### config.mk
export PLATFORM = sky130hd
export DESIGN_NAME = gemm_b_tile_loader
export DESIGN_NICKNAME = d
export VERILOG_FILES = /design/src/rtl/gemm_b_tile_loader_pkg.sv /design/src/rtl/gemm_tile_addr_gen.sv /design/src/rtl/gemm_b_tile_loader.sv
export SDC_FILE = /design/constraint.sdc
export NUM_CORES = 1
export LEC_CHECK = 0
export CAP_MARGIN = 20
export CORE_ASPECT_RATIO = 1.1
export CORE_MARGIN = 2
export CORE_UTILIZATION = 45
export DETAILED_ROUTE_END_ITERATION = 16
export PLACE_DENSITY = 0.67
export SYNTH_ARGS = -nofsm -noshare
export SYNTH_HDL_FRONTEND = slang
export SYNTH_HIERARCHICAL = 1
export SYNTH_SLANG_ARGS = --single-unit
### constraint.sdc
create_clock -name clk -period 3.7 [get_ports clk]
set_input_delay 0.74 -clock clk [delete_from_list [all_inputs] [get_ports clk]]
set_output_delay 0.74 -clock clk [all_outputs]
set_load 0.05 [all_outputs]
### src/rtl/gemm_b_tile_loader_pkg.sv
// gemm_b_tile_loader_pkg: shared types and constants
// for the GEMM weight-tile loader.
package gemm_b_tile_loader_pkg;

  localparam int DATA_W         = 16;
  localparam int TILE_K_DEFAULT = 16;

  typedef enum logic [1:0] {
    TL_IDLE,
    TL_RUN,
    TL_DONE
  } tile_ld_state_t;

  // Index width that stays legal for a depth of one.
  function automatic int idx_w(input int n);
    return (n > 1) ? $clog2(n) : 1;
  endfunction

endpackage

### src/rtl/gemm_tile_addr_gen.sv
// gemm_tile_addr_gen: tile geometry latch and issue
// pointer with row-jump skip and row address.
module gemm_tile_addr_gen
  import gemm_b_tile_loader_pkg::*;
#(
  parameter int COLS   = 16,
  parameter int TILE_K = TILE_K_DEFAULT,
  parameter int ADDR_W = 24,
  parameter int DIM_W  = 16,
  parameter int KE_W   = $clog2(TILE_K + 1),
  parameter int NE_W   = $clog2(COLS + 1)
) (
  input  logic              clk,
  input  logic              rst_n,
  input  logic              i_load,
  input  logic              i_adv,
  input  logic [DIM_W-1:0]  i_k_total,
  input  logic [DIM_W-1:0]  i_n_total,
  input  logic [DIM_W-1:0]  i_k_base,
  input  logic [DIM_W-1:0]  i_n_base,
  input  logic [ADDR_W-1:0] i_base_addr,
  output logic              o_valid,
  output logic [ADDR_W-1:0] o_addr,
  output logic [KE_W-1:0]   o_k_eff,
  output logic [NE_W-1:0]   o_n_eff
);

  localparam logic signed [DIM_W:0] TK_S =
    (DIM_W+1)'(TILE_K);
  localparam logic signed [DIM_W:0] TN_S =
    (DIM_W+1)'(COLS);

  logic signed [DIM_W:0] w_k_diff;
  logic signed [DIM_W:0] w_n_diff;
  logic [KE_W-1:0]       w_k_eff;
  logic [NE_W-1:0]       w_n_eff;
  logic [ADDR_W-1:0]     w_row0;

  logic [KE_W-1:0]       r_kk;
  logic [NE_W-1:0]       r_col;
  logic [KE_W-1:0]       r_k_eff;
  logic [NE_W-1:0]       r_n_eff;
  logic [DIM_W-1:0]      r_n_total;
  logic [ADDR_W-1:0]     r_row_addr;

  assign w_k_diff = $signed({1'b0, i_k_total})
                  - $signed({1'b0, i_k_base});
  assign w_n_diff = $signed({1'b0, i_n_total})
                  - $signed({1'b0, i_n_base});

  // Clamp remaining rows/cols of the layer to the tile size.
  always_comb begin
    w_k_eff = w_k_diff[KE_W-1:0];
    w_n_eff = w_n_diff[NE_W-1:0];
    if (w_k_diff[DIM_W] || w_k_diff == '0)
      w_k_eff = '0;
    else if (w_k_diff > TK_S)
      w_k_eff = KE_W'(TILE_K);
    if (w_n_diff[DIM_W] || w_n_diff == '0)
      w_n_eff = '0;
    else if (w_n_diff > TN_S)
      w_n_eff = NE_W'(COLS);
  end

  // The only multiply runs once at load; later rows add n_total.
  assign w_row0 = i_base_addr
                + ADDR_W'(i_k_base) * ADDR_W'(i_n_total)
                + ADDR_W'(i_n_base);

  // The pointer only ever rests on valid positions: the last
  // valid column jumps straight to the next row.
  always_ff @(posedge clk or negedge rst_n) begin
    if (!rst_n) begin
      r_kk       <= '0;
      r_col      <= '0;
      r_k_eff    <= '0;
      r_n_eff    <= '0;
      r_n_total  <= '0;
      r_row_addr <= '0;
    end else if (i_load) begin
      r_kk       <= '0;
      r_col      <= '0;
      r_k_eff    <= w_k_eff;
      r_n_eff    <= w_n_eff;
      r_n_total  <= i_n_total;
      r_row_addr <= w_row0;
    end else if (i_adv) begin
      if (NE_W'(r_col + 1'b1) == r_n_eff) begin
        r_col      <= '0;
        r_kk       <= r_kk + 1'b1;
        r_row_addr <= r_row_addr + ADDR_W'(r_n_total);
      end else begin
        r_col      <= r_col + 1'b1;
      end
    end
  end

  assign o_valid = (r_kk < r_k_eff) && (r_n_eff != '0);
  assign o_addr  = r_row_addr + ADDR_W'(r_col);
  assign o_k_eff = r_k_eff;
  assign o_n_eff = r_n_eff;

endmodule

### src/rtl/gemm_b_tile_loader.sv
// gemm_b_tile_loader: fetches one TILE_K x COLS weight tile
// into a double-buffered B buffer, zero-padding the edges.
module gemm_b_tile_loader
  import gemm_b_tile_loader_pkg::*;
#(
  parameter int COLS            = 16,
  parameter int TILE_K          = TILE_K_DEFAULT,
  parameter int DATA_W_P        = DATA_W,
  parameter int ADDR_W          = 24,
  parameter int DIM_W           = 16,
  parameter int MAX_OUTSTANDING = 4
) (
  input  logic                       clk,
  input  logic                       rst_n,
  input  logic                       start,
  output logic                       busy,
  output logic                       done,
  input  logic [DIM_W-1:0]           k_total,
  input  logic [DIM_W-1:0]           n_total,
  input  logic [DIM_W-1:0]           tile_k_base,
  input  logic [DIM_W-1:0]           tile_n_base,
  input  logic [ADDR_W-1:0]          w_base_addr,
  output logic                       req_valid,
  input  logic                       req_ready,
  output logic [ADDR_W-1:0]          req_addr,
  input  logic                       rsp_valid,
  input  logic [DATA_W_P-1:0]        rsp_data,
  output logic                       wr_en,
  output logic                       wr_bank,
  output logic [$clog2(TILE_K)-1:0]  wr_k,
  output logic [$clog2(COLS)-1:0]    wr_col,
  output logic signed [DATA_W_P-1:0] wr_data,
  output logic                       bank_sel
);

  localparam int KW   = $clog2(TILE_K);
  localparam int CW   = $clog2(COLS);
  localparam int KE_W = $clog2(TILE_K + 1);
  localparam int NE_W = $clog2(COLS + 1);
  localparam int OC_W = $clog2(MAX_OUTSTANDING + 1);
  localparam int SI_W = idx_w(MAX_OUTSTANDING);

  tile_ld_state_t      r_state;
  logic                r_done;
  logic                r_busy;
  logic                r_bank_sel;
  logic                r_wr_bank;
  logic [KW-1:0]       r_wr_k;
  logic [CW-1:0]       r_wr_col;
  logic                r_wr_end;
  logic [OC_W-1:0]     r_out;
  logic [DATA_W_P-1:0] r_skid_mem [MAX_OUTSTANDING];
  logic [SI_W-1:0]     r_skid_rd;
  logic [SI_W-1:0]     r_skid_wr;
  logic [OC_W-1:0]     r_skid_cnt;

  logic                w_run;
  logic                w_load;
  logic                w_iss_valid;
  logic [ADDR_W-1:0]   w_iss_addr;
  logic [KE_W-1:0]     w_k_eff;
  logic [NE_W-1:0]     w_n_eff;
  logic [OC_W:0]       w_inflight;
  logic                w_room;
  logic                w_req_hs;
  logic                w_rsp;
  logic                w_pos_valid;
  logic                w_held;
  logic                w_wr_fire;
  logic                w_pop;
  logic                w_push;
  logic                w_last;
  logic [OC_W-1:0]     w_out_nxt;
  logic [DATA_W_P-1:0] w_wr_data;

  assign w_run  = (r_state == TL_RUN);
  assign w_load = (r_state == TL_IDLE) && start;

  gemm_tile_addr_gen #(
    .COLS   (COLS),
    .TILE_K (TILE_K),
    .ADDR_W (ADDR_W),
    .DIM_W  (DIM_W),
    .KE_W   (KE_W),
    .NE_W   (NE_W)
  ) u_addr_gen (
    .clk         (clk),
    .rst_n       (rst_n),
    .i_load      (w_load),
    .i_adv       (w_req_hs),
    .i_k_total   (k_total),
    .i_n_total   (n_total),
    .i_k_base    (tile_k_base),
    .i_n_base    (tile_n_base),
    .i_base_addr (w_base_addr),
    .o_valid     (w_iss_valid),
    .o_addr      (w_iss_addr),
    .o_k_eff     (w_k_eff),
    .o_n_eff     (w_n_eff)
  );

  // Held responses count against the read budget so the
  // holding buffer can never overflow.
  assign w_inflight = {1'b0, r_out} + {1'b0, r_skid_cnt};
  assign w_room     = w_inflight
                    < (OC_W+1)'(MAX_OUTSTANDING);

  assign req_valid = w_run && w_iss_valid && w_room;
  assign req_addr  = w_iss_addr;
  assign w_req_hs  = req_valid && req_ready;
  assign w_rsp     = rsp_valid && w_run;

  assign w_pos_valid = (KE_W'(r_wr_k) < w_k_eff)
                    && (NE_W'(r_wr_col) < w_n_eff);
  assign w_held      = (r_skid_cnt != '0);
  assign w_wr_fire   = w_run && !r_wr_end
                    && (!w_pos_valid || w_held || w_rsp);
  assign w_pop       = w_run && !r_wr_end
                    && w_pos_valid && w_held;
  assign w_push      = w_rsp
                    && !(w_pos_valid && !w_held && !r_wr_end);
  assign w_last      = (r_wr_k == KW'(TILE_K - 1))
                    && (r_wr_col == CW'(COLS - 1));

  // Pads write zero; data comes from the oldest held
  // response first so ordering stays ascending.
  always_comb begin
    w_wr_data = '0;
    if (w_pos_valid)
      w_wr_data = w_held ? r_skid_mem[r_skid_rd] : rsp_data;
  end

  // Reads issued but not yet returned.
  always_comb begin
    w_out_nxt = r_out;
    if (w_req_hs && !w_rsp)
      w_out_nxt = r_out + 1'b1;
    else if (!w_req_hs && w_rsp)
      w_out_nxt = r_out - 1'b1;
  end

  // Outstanding read counter.
  always_ff @(posedge clk or negedge rst_n) begin
    if (!rst_n) r_out <= '0;
    else        r_out <= w_out_nxt;
  end

  // FIFO for responses that arrive while the writer is on pads.
  always_ff @(posedge clk or negedge rst_n) begin
    if (!rst_n) begin
      for (int i = 0; i < MAX_OUTSTANDING; i++)
        r_skid_mem[i] <= '0;
      r_skid_rd  <= '0;
      r_skid_wr  <= '0;
      r_skid_cnt <= '0;
    end else if (w_load) begin
      r_skid_rd  <= '0;
      r_skid_wr  <= '0;
      r_skid_cnt <= '0;
    end else begin
      if (w_push) begin
        r_skid_mem[r_skid_wr] <= rsp_data;
        r_skid_wr <= (r_skid_wr == SI_W'(MAX_OUTSTANDING - 1))
                   ? '0 : r_skid_wr + 1'b1;
      end
      if (w_pop)
        r_skid_rd <= (r_skid_rd == SI_W'(MAX_OUTSTANDING - 1))
                   ? '0 : r_skid_rd + 1'b1;
      if (w_push && !w_pop)
        r_skid_cnt <= r_skid_cnt + 1'b1;
      else if (!w_push && w_pop)
        r_skid_cnt <= r_skid_cnt - 1'b1;
    end
  end

  // Write pointer walks every tile position once, ascending.
  always_ff @(posedge clk or negedge rst_n) begin
    if (!rst_n) begin
      r_wr_k   <= '0;
      r_wr_col <= '0;
      r_wr_end <= 1'b0;
    end else if (w_load) begin
      r_wr_k   <= '0;
      r_wr_col <= '0;
      r_wr_end <= 1'b0;
    end else if (w_wr_fire) begin
      if (w_last) begin
        r_wr_k   <= '0;
        r_wr_col <= '0;
        r_wr_end <= 1'b1;
      end else if (r_wr_col == CW'(COLS - 1)) begin
        r_wr_col <= '0;
        r_wr_k   <= r_wr_k + 1'b1;
      end else begin
        r_wr_col <= r_wr_col + 1'b1;
      end
    end
  end

  // Control FSM with registered busy/done/bank outputs.
  always_ff @(posedge clk or negedge rst_n) begin
    if (!rst_n) begin
      r_state    <= TL_IDLE;
      r_done     <= 1'b0;
      r_busy     <= 1'b0;
      r_bank_sel <= 1'b0;
      r_wr_bank  <= 1'b1;
    end else begin
      unique case (r_state)
        TL_IDLE: begin
          r_done <= 1'b0;
          if (start) begin
            r_state <= TL_RUN;
            r_busy  <= 1'b1;
          end
        end
        TL_RUN: begin
          if ((r_wr_end || (w_wr_fire && w_last))
              && w_out_nxt == '0) begin
            r_state <= TL_DONE;
            r_done  <= 1'b1;
          end
        end
        TL_DONE: begin
          r_state    <= TL_IDLE;
          r_done     <= 1'b0;
          r_busy     <= 1'b0;
          r_bank_sel <= r_wr_bank;
          r_wr_bank  <= ~r_wr_bank;
        end
        default: r_state <= TL_IDLE;
      endcase
    end
  end

  assign busy     = r_busy;
  assign done     = r_done;
  assign bank_sel = r_bank_sel;
  assign wr_bank  = r_wr_bank;
  assign wr_en    = w_wr_fire;
  assign wr_k     = r_wr_k;
  assign wr_col   = r_wr_col;
  assign wr_data  = $signed(w_wr_data);

endmodule

Word level (Yosys, flattened, before mapping)
Index checks and enable logic that the tools add are counted.
- add/sub/neg operators: 17
- multipliers: 1
- divide/modulo/power cells: 0
- order comparisons: 9
- equality and inequality tests: 9
- shift-type cells: 0
- muxes and demuxes: 50
- bitwise operators: 4
- reductions and logical operators: 59
- operators with widths (operator ; count):
    16-bit two-way mux ; 5
    24-bit two-way mux ; 3
    64-bit bitwise mux ; 1
    5-bit two-way mux ; 10
    24-bit by 16-bit adder with 24-bit output ; 2
    17-bit by 6-bit > comparator with 1-bit output (second input constant) ; 2
    17-bit zero test ; 2
    16-bit by 16-bit subtractor with 17-bit output ; 2
    16-bit binary-select mux with 2-bit select ; 1
    16-bit demux with 2-bit select ; 1
    4-bit two-way mux ; 8
    24-bit adder ; 1
    24-bit by 5-bit adder with 24-bit output ; 1
    16-bit by 16-bit multiplier with 24-bit output ; 1
    1-bit logical AND ; 22
    2-bit two-way mux ; 8
    2-bit nonzero test ; 8
    3-bit two-way mux ; 5
    2-bit AND reduction ; 7
    5-bit by 1-bit adder with 5-bit output (second input constant) ; 2
    4-bit by 5-bit < comparator with 1-bit output ; 2
    3-bit nonzero test ; 3
    4-bit by 1-bit adder with 4-bit output (second input constant) ; 2
    4-bit equality test (second input constant) ; 2
    24 further kinds ; 48
- flip-flop bits (word level): 149
- bits in latches: 0
- bits in writable memories: 0
- memory bits (read-only): 0
- input bits: 109
- output and inout bits: 54
- word-level logic and storage cells: 171
- memories: 0

Logic depth before layout (Yosys ltp)
Gate-level depths: netlist (run 1).
- depth after elaboration: 13
- depth in mapped cells: 22
- depth with buffers taken out: 21

Hierarchy
Netlist (run 1), hierarchy kept.
- by module, submodules not included (module ; instances ; cells each ; area each (sq um) ; sequential area each (sq um)):
    gemm_tile_addr_gen ; 1 ; 1662 ; 14106.0 ; 1501.4
    gemm_b_tile_loader ; 1 ; 384 ; 4687.0 ; 2228.4

Worst setup path before layout (run 1)
OpenSTA, ideal clock, no wires.
- path kind: input-to-reg
- start point: input n_total[1]
- end point: register u_addr_gen.r_row_addr[23]
- setup time: 137 ps
- arrival: 6344 ps
- required time: 3563 ps
- path slack: -2782 ps
- cell stages on the path: 21
- buffers on the path: 1
- path through: clkbuf_1 and2_1 fa_1 inv_1 fa_1 fa_1 fa_1 inv_1 fa_1 inv_1 fa_1 inv_1 ha_1 a21o_1 a31o_2 a221o_1 nor2_1 o2bb2ai_1 o21ai_0 a2111oi_0 o32ai_1
- cells in the longest elaborated chain, start to end: 4
- RTL lines (what ; RTL line ; RTL):
    start, declared ; gemm_b_tile_loader.sv:19 ; input logic [DIM_W-1:0] n_total,
    16-bit by 16-bit multiplier with 24-bit output ; gemm_tile_addr_gen.sv:67 ; + ADDR_W'(i_k_base) * ADDR_W'(i_n_total)
    24-bit adder ; gemm_tile_addr_gen.sv:67 ;
    24-bit by 16-bit adder with 24-bit output ; gemm_tile_addr_gen.sv:68 ; + ADDR_W'(i_n_base);
    24-bit two-way mux ; gemm_tile_addr_gen.sv:80 ; end else if (i_load) begin
    end signal, assigned ; gemm_tile_addr_gen.sv:86 ; r_row_addr <= w_row0;
    end signal, assigned ; gemm_tile_addr_gen.sv:91 ; r_row_addr <= r_row_addr + ADDR_W'(r_n_total);
    end, declared ; gemm_tile_addr_gen.sv:44 ; logic [ADDR_W-1:0] r_row_addr;
No other way between the ends.
A chain may end at the register's enable or synchronous reset.

Worst setup path after layout (run 1)
- start point: input n_total[4]
- end point: register u_addr_gen.r_row_addr[23]
Same word-level chain as after synthesis.

==> results of run 1 <==
## final timing paths
| check | from | end | cells after the start |
|---|---|---|---|
| worst max register to register | u_addr_gen/o_k_eff[1] | u_addr_gen/r_row_addr[23] | 18 |
| max in group asynchronous | rst_n | r_skid_mem[59] | 2 |
| worst min-delay path | rst_n | wr_col[2] | 1 |
| min in group clk | r_skid_mem[24] | r_skid_mem[24] | 1 |
| worst max-delay path | n_total[4] | u_addr_gen/r_row_addr[23] | 21 |
| worst min register to register | r_skid_mem[24] | r_skid_mem[24] | 1 |
## cell type report
| class | instances | area share, % |
|---|---|---|
| multi-input combinational | 1434 | 57.05 |
| timing repair buffer | 442 | 16.78 |
| sequential | 149 | 15.00 |
| inverter | 392 | 5.976 |
| tap | 560 | 2.817 |
| clock buffer | 22 | 1.866 |
| clock inverter | 8 | 0.5081 |
| antenna | 1 | 0.01006 |
## registers in the layout, summed over array words and instances, names as in the netlist, 4 cells and up
signal and count:
u_addr_gen/r_row_addr 24, r_skid_mem 64, wr_k 4, u_addr_gen/o_k_eff 5, u_addr_gen/r_col 5, u_addr_gen/o_n_eff 5
u_addr_gen/r_kk 5, wr_col 4, u_addr_gen/r_n_total 16
## placed cells by master, fill, tap and decap left out, types with 17 or more instances in the layout
cell / netlist / routed
nand3_1: 24 / 22
mux4_2: 17 / 17
a21oi_1: 76 / 62
nor2_1: 78 / 73
buf_4: 1 / 256
fa_2: 0 / 19
and2_4: 0 / 30
ha_4: 0 / 26
mux2i_1: 18 / 18
clkdlybuf4s50_1: 0 / 89
o21ai_0: 58 / 46
nand2_1: 212 / 204
buf_6: 7 / 37
ha_1: 146 / 116
fa_1: 211 / 192
nor3_1: 23 / 20
mux2_2: 61 / 60
a21o_1: 24 / 23
xnor2_1: 75 / 71
and2_1: 123 / 93
nand2b_1: 21 / 19
dfrtp_1: 148 / 148
inv_1: 392 / 347
mux2_1: 22 / 22
inv_2: 0 / 41
clkbuf_16: 0 / 19
buf_12: 0 / 28
xor2_1: 28 / 26
## what timing repair did
action | in CTS | in global routing
resized for setup | 182 | 136
setup endpoints to repair | 38 | 34
gates cloned | 3 | 2
setup buffers | 38 | 19
pin swaps | 69 | 97
## metal layers
metal  vias up  wire, um  global-route usage, %
met2       395     27880                  46.88
met3       114      2415                  2.963
met4         2      2489                  11.92
met1      7878     22040                  30.28
li1       7404         -                      -
met5         -        17                      0
## stage by stage
stage / setup TNS (ns) / hold slack (ns) / util, %
floorplan: -27.40 / 0.4438 / -
global placement: -52.12 / 0.4635 / 56.08
detailed placement: -53.64 / 0.4762 / 56.08
CTS: -29.94 / 0.3753 / 59.08
global route: -30.96 / 0.3983 / 60.39
finish: -28.12 / 0.3374 / 60.39
## cells by family (layout without fill, tap and decap cells)
kind of cell | count (synthesis) | count (layout)
AOI/OAI and AO/OA | 291 | 291
muxes | 118 | 118
and+or+nand+nor | 565 | 565
adders and majority gates | 357 | 357
xor gates and xnor gates | 103 | 103
DFF | 149 | 149
buffers and inverters | 463 | 864
other | 0 | 1
==> out/qor.txt, run 1 <==
Synth Instances - 2046
RSZ-0062 raised after global routing - yes
top cells by area, synth - fa_1 (22%), dfrtp_1 (20%), ha_1 (9.7%)
antenna violations before repair - 2
Final setup viols - 21
GR Overflow Total - 0
first-pass GRT wire length - 86680 um
post-layout minimum cycle time - 5.817 ns
Critical Path Source Type - input pin
die area - 43410 um^2
die height - 218.3 um
vias in the first global route - 16950
Worst Skew - 0.009902 ns
Async SR Flop Fraction - 100.0%
synthesized cell area - 18790 um^2
Final Cell Area - 24870 um^2
Iteration-0 DRC Markers - 679
clock buffer depth - 2
Via Count - 15790
CP endpoint kind - flip-flop
crit-path max FO - 5
CP top delay family - adder cells
failing checks - negative setup slack
worst hold-check path type - input pin to asynchronous set/reset pin
Horiz. Die Dim - 198.8 um
Worst path slowest cell - fa_1
cts hold-fix bufs - 0
pin count of the biggest net entering global routing - 80
nets - 2902
Net Count, Synth - 2512
Simple-Gate Fraction of Synth Area - 14.99%
post-synthesis compound-gate area fraction - 10.42%
post-place instance area - 23100 um^2
highest clock rate - 171.9 MHz
crit-path cells - buf_12 -> and2_4 -> fa_1 -> inv_2 -> fa_1 -> fa_1 -> inv_2 -> fa_1 -> fa_1 -> inv_1 -> fa_1 -> inv_2 -> ha_4 -> a21o_1 -> a31o_2 -> a221o_1 -> nor2_4 -> o2bb2ai_4 -> o21ai_4 -> a2111oi_2 -> o32ai_1
Pre-antenna DRT Iters - 8
most common cell in the synthesized netlist - inv_1
Top Ports - 163
placer congestion estimate - 0.9221
starting density of the core - 45.63%
H-tree depth - 4
CTS sink cnt - 149
share of the synthesized area in the top cell type - 22.48%
fin cells - 3008
max-slew violation count - 0
Post-Synth Adder-Cell Area - 32.20%
most common cell type on the critical path - fa_1
Cell Count Post-Placement - 2926
Worst-Margin Slew - 0.8589 ns
Fillers - 3505
sequential area share after synthesis - 19.85%
area grow syn2layout - 32.35%
CORE AREA - 41180 um^2
row count - 78
#FFs+latches synth - 149
wire per inst - 18.23 um
clk_lat worst skew - 0.44 ns
R2R setup slack - 0.12 ns
most used flip-flop cell after synthesis - dfrtp_1
CTS tree - built
DP HPWL - 42860 um
worst path bufs/invs - 5
gr usage total - 25.79%
largest family of logic cells by synthesized area - adder cells
Synthesis Warnings - 6
pre-CTS setup slack - -3.076 ns
Hold Violations, Final - 0
CTS Buf Count - 17
max cap viols - 0
Slew HR - 42.74%
area share of xor/xnor cells in the synthesized design - 4.800%
synth cell count leaders - inv_1 (392), nand2_1 (212), fa_1 (211)
IO buf count - 162
post-synth top area cell - fa_1
Final WS setup - -2.117 ns
post-synthesis mux area share - 7.969%
multi-input logic area - 14190 um^2
number of remaining DRC errors - 0
storage element area - 3730 um^2
Post-synth EDFFs - 0
clk root buf - clkbuf_16
CP Class - input pin to flip-flop
Post-DRT Antenna Nets - 0
clk slew on worst S/H paths - 0.06 ns
Vias/cell - 5.250
Yosys cell types - 85
Worst EP arrival - 6.12 ns
Critical Path RT - 4.01 ns
outcome - complete, but fails checks
share of layout cells above drive strength 1 - 26.97%
fin crit share - 157.2%
Avg Synthesized Cell Area - 9.185 um^2
final WL - 54840 um
Worst path max stage delay - 0.54 ns
Power of run 1 is left out: the tool's default activity adds up to more than one toggle a clock period on the data nets, which glitch-free logic cannot reach.
==> run 2, diff against run 1 <==
Settings changed: CAP_MARGIN 20 to 15.
==> results of run 2 <==
Same layout as run 1: the final DEF is identical, and so are final timing and power.
Power of run 2 is left out for the same reason.
==> run 3, diff against run 2 <==
Settings changed: CELL_PAD_IN_SITES_DETAIL_PLACEMENT set to 1, CELL_PAD_IN_SITES_GLOBAL_PLACEMENT set to 1, PLACE_DENSITY 0.67 to 0.82.
==> out/qor.txt, run 3 (synthesized netlist as in run 1, its figures left out) <==
outcome - complete, but fails checks (unchanged)
failing checks - negative setup slack (unchanged)
DP HPWL - 51210 um (was 42860 um)
RSZ-0062 raised after global routing - yes (unchanged)
post-place instance area - 23120 um^2 (was 23100 um^2)
Final Cell Area - 25240 um^2 (was 24870 um^2)
Worst EP arrival - 6.58 ns (was 6.12 ns)
most frequent cells in the layout - inv_1 (356), buf_4 (256), nand2_1 (203), fa_1 (194), dfrtp_1 (148) (was inv_1 (347), buf_4 (256), nand2_1 (204), fa_1 (192), dfrtp_1 (148))
CP endpoint kind - flip-flop (unchanged)
area grow syn2layout - 34.33% (was 32.35%)
Critical Path RT - 4.00 ns (was 4.01 ns)
Iteration-0 DRC Markers - 1484 (was 679)
Worst Skew - 0.01607 ns (was 0.009902 ns)
Via Count - 18680 (was 15790)
Largest Register - r_skid_mem (unchanged)
Post-DRT Antenna Nets - 0 (unchanged)
GR Overflow Total - 0 (unchanged)
nets - 2923 (was 2902)
R2R cell count - 16 (was 18)
Hold Violations, Final - 0 (unchanged)
Final WS setup - -2.576 ns (was -2.117 ns)
clk root buf - clkbuf_16 (unchanged)
share of layout cells above drive strength 1 - 27.85% (was 26.97%)
Layout Utilization - 61.30% (was 60.39%)
die area - 43410 um^2 (unchanged)
first-pass GRT wire length - 114200 um (was 86680 um)
CP top delay family - adder cells (unchanged)
post-layout minimum cycle time - 6.276 ns (was 5.817 ns)
CORE AREA - 41180 um^2 (unchanged)
starting density of the core - 45.63% (unchanged)
Largest regs - r_skid_mem (64), u_addr_gen/r_row_addr (24), u_addr_gen/r_n_total (16) (unchanged)
fin crit share - 169.6% (was 157.2%)
CTS sink cnt - 149 (unchanged)
CP Class - input pin to flip-flop (unchanged)
CTS Buf Count - 17 (unchanged)
clk slew on worst S/H paths - 0.07 ns (was 0.06 ns)
die height - 218.3 um (unchanged)
gr usage total - 34.88% (was 25.79%)
worst path bufs/invs - 9 (was 5)
Top Ports - 163 (unchanged)
placer congestion estimate - 0.9410 (was 0.9221)
crit path from - tile_k_base[5] (was n_total[4])
Worst-Margin Slew - 0.9785 ns (was 0.8589 ns)
clock buffer depth - 2 (unchanged)
number of remaining DRC errors - 0 (unchanged)
Worst path max stage delay - 0.52 ns (was 0.54 ns)
Horiz. Die Dim - 198.8 um (unchanged)
H-tree depth - 4 (unchanged)
commonest non-fill, non-tap cell in the layout - inv_1 (unchanged)
worst hold-check path type - input pin to asynchronous set/reset pin (unchanged)
fin cells - 3031 (was 3008)
clk_lat worst skew - 0.45 ns (was 0.44 ns)
antenna violations before repair - 2 (unchanged)
Cell Count Post-Placement - 2922 (was 2926)
Vias/cell - 6.162 (was 5.250)
max reg flops - 64 (unchanged)
CTS tree - built (unchanged)
IO buf count - 162 (unchanged)
Pre-antenna DRT Iters - 5 (was 8)
highest clock rate - 159.3 MHz (was 171.9 MHz)
Critical Path Source Type - input pin (unchanged)
row count - 78 (unchanged)
wire per inst - 29.07 um (was 18.23 um)
Fillers - 4584 (was 3505)
vias in the first global route - 20080 (was 16950)
pin count of the biggest net entering global routing - 93 (was 80)
max-slew violation count - 0 (unchanged)
crit-path max FO - 7 (was 5)
Worst path slowest cell - fa_1 (unchanged)
max cap viols - 0 (unchanged)
reg2reg start - u_addr_gen/r_kk[2] (was u_addr_gen/o_k_eff[1])
Slew HR - 34.77% (was 42.74%)
final WL - 88100 um (was 54840 um)
pre-CTS setup slack - -3.040 ns (was -3.076 ns)
most common cell type on the critical path - fa_1 (unchanged)
cts hold-fix bufs - 0 (unchanged)
CP Depth - 25 (was 21)
Final setup viols - 40 (was 21)
==> run 3: final cells by class <==
cell class | count | area [um^2] | share of cell area [%]
Multi-Input combinational cell | 1435 | 14340 | 56.81
Timing Repair Buffer | 462 | 4434 | 17.57
Inverter | 392 | 1489 | 5.898
Clock inverter | 10 | 102.6 | 0.4064
Tap cell | 560 | 700.7 | 2.776
Antenna cell | 1 | 2.502 | 0.009913
Clock buffer | 22 | 444.2 | 1.760
Sequential cell | 149 | 3730 | 14.77
==> run 3: path summary, 6_finish.rpt <==
kind / to / slack [ns]
worst max-delay path: u_addr_gen/r_row_addr[20] / -2.58
worst max register to register: u_addr_gen/r_row_addr[17] / -0.43
worst min register to register: busy / 0.49
worst min-delay path: busy / 0.36
min in group clk: busy / 0.49
max in group asynchronous: u_addr_gen/r_n_total[3] / 2.37
==> run 3: stage by stage <==
stage               hold slack (ns)  TNS, ns
finish                       0.3642   -39.99
global route                 0.4342   -43.22
detailed placement           0.4816   -54.86
floorplan                    0.4438   -27.40
global placement             0.4676   -51.57
CTS                          0.4133   -30.01
==> run 3: per-layer routing <==
layer	track usage (%)	wire length (um)	vias to the layer above
met2	62.66	42760	1273
met5	0	13	-
met3	4.660	6410	611
li1	-	-	7425
met1	37.03	29490	9366
met4	26.39	9423	2
==> run 3: worst register-to-register path: cells and delay by family (launching register included) <==
family	cells	cell delay, ns
flip-flops	1	0.46
XOR/XNOR	1	0.21
AO/OA/AOI/OAI	5	1.19
adder cells (fa/ha/maj)	1	0.34
AND/OR/NAND/NOR	6	1.48
buffers and inverters	3	0.32
==> run 3: repair_timing <==
item                       in CTS  in global routing
setup buffers                  38                 41
cloned                          7                  2
pin swaps                      74                 88
resized for setup             212                134
setup endpoints to repair      45                 47
hold endpoints to repair        0                  0
Power of run 3 is left out for the same reason.
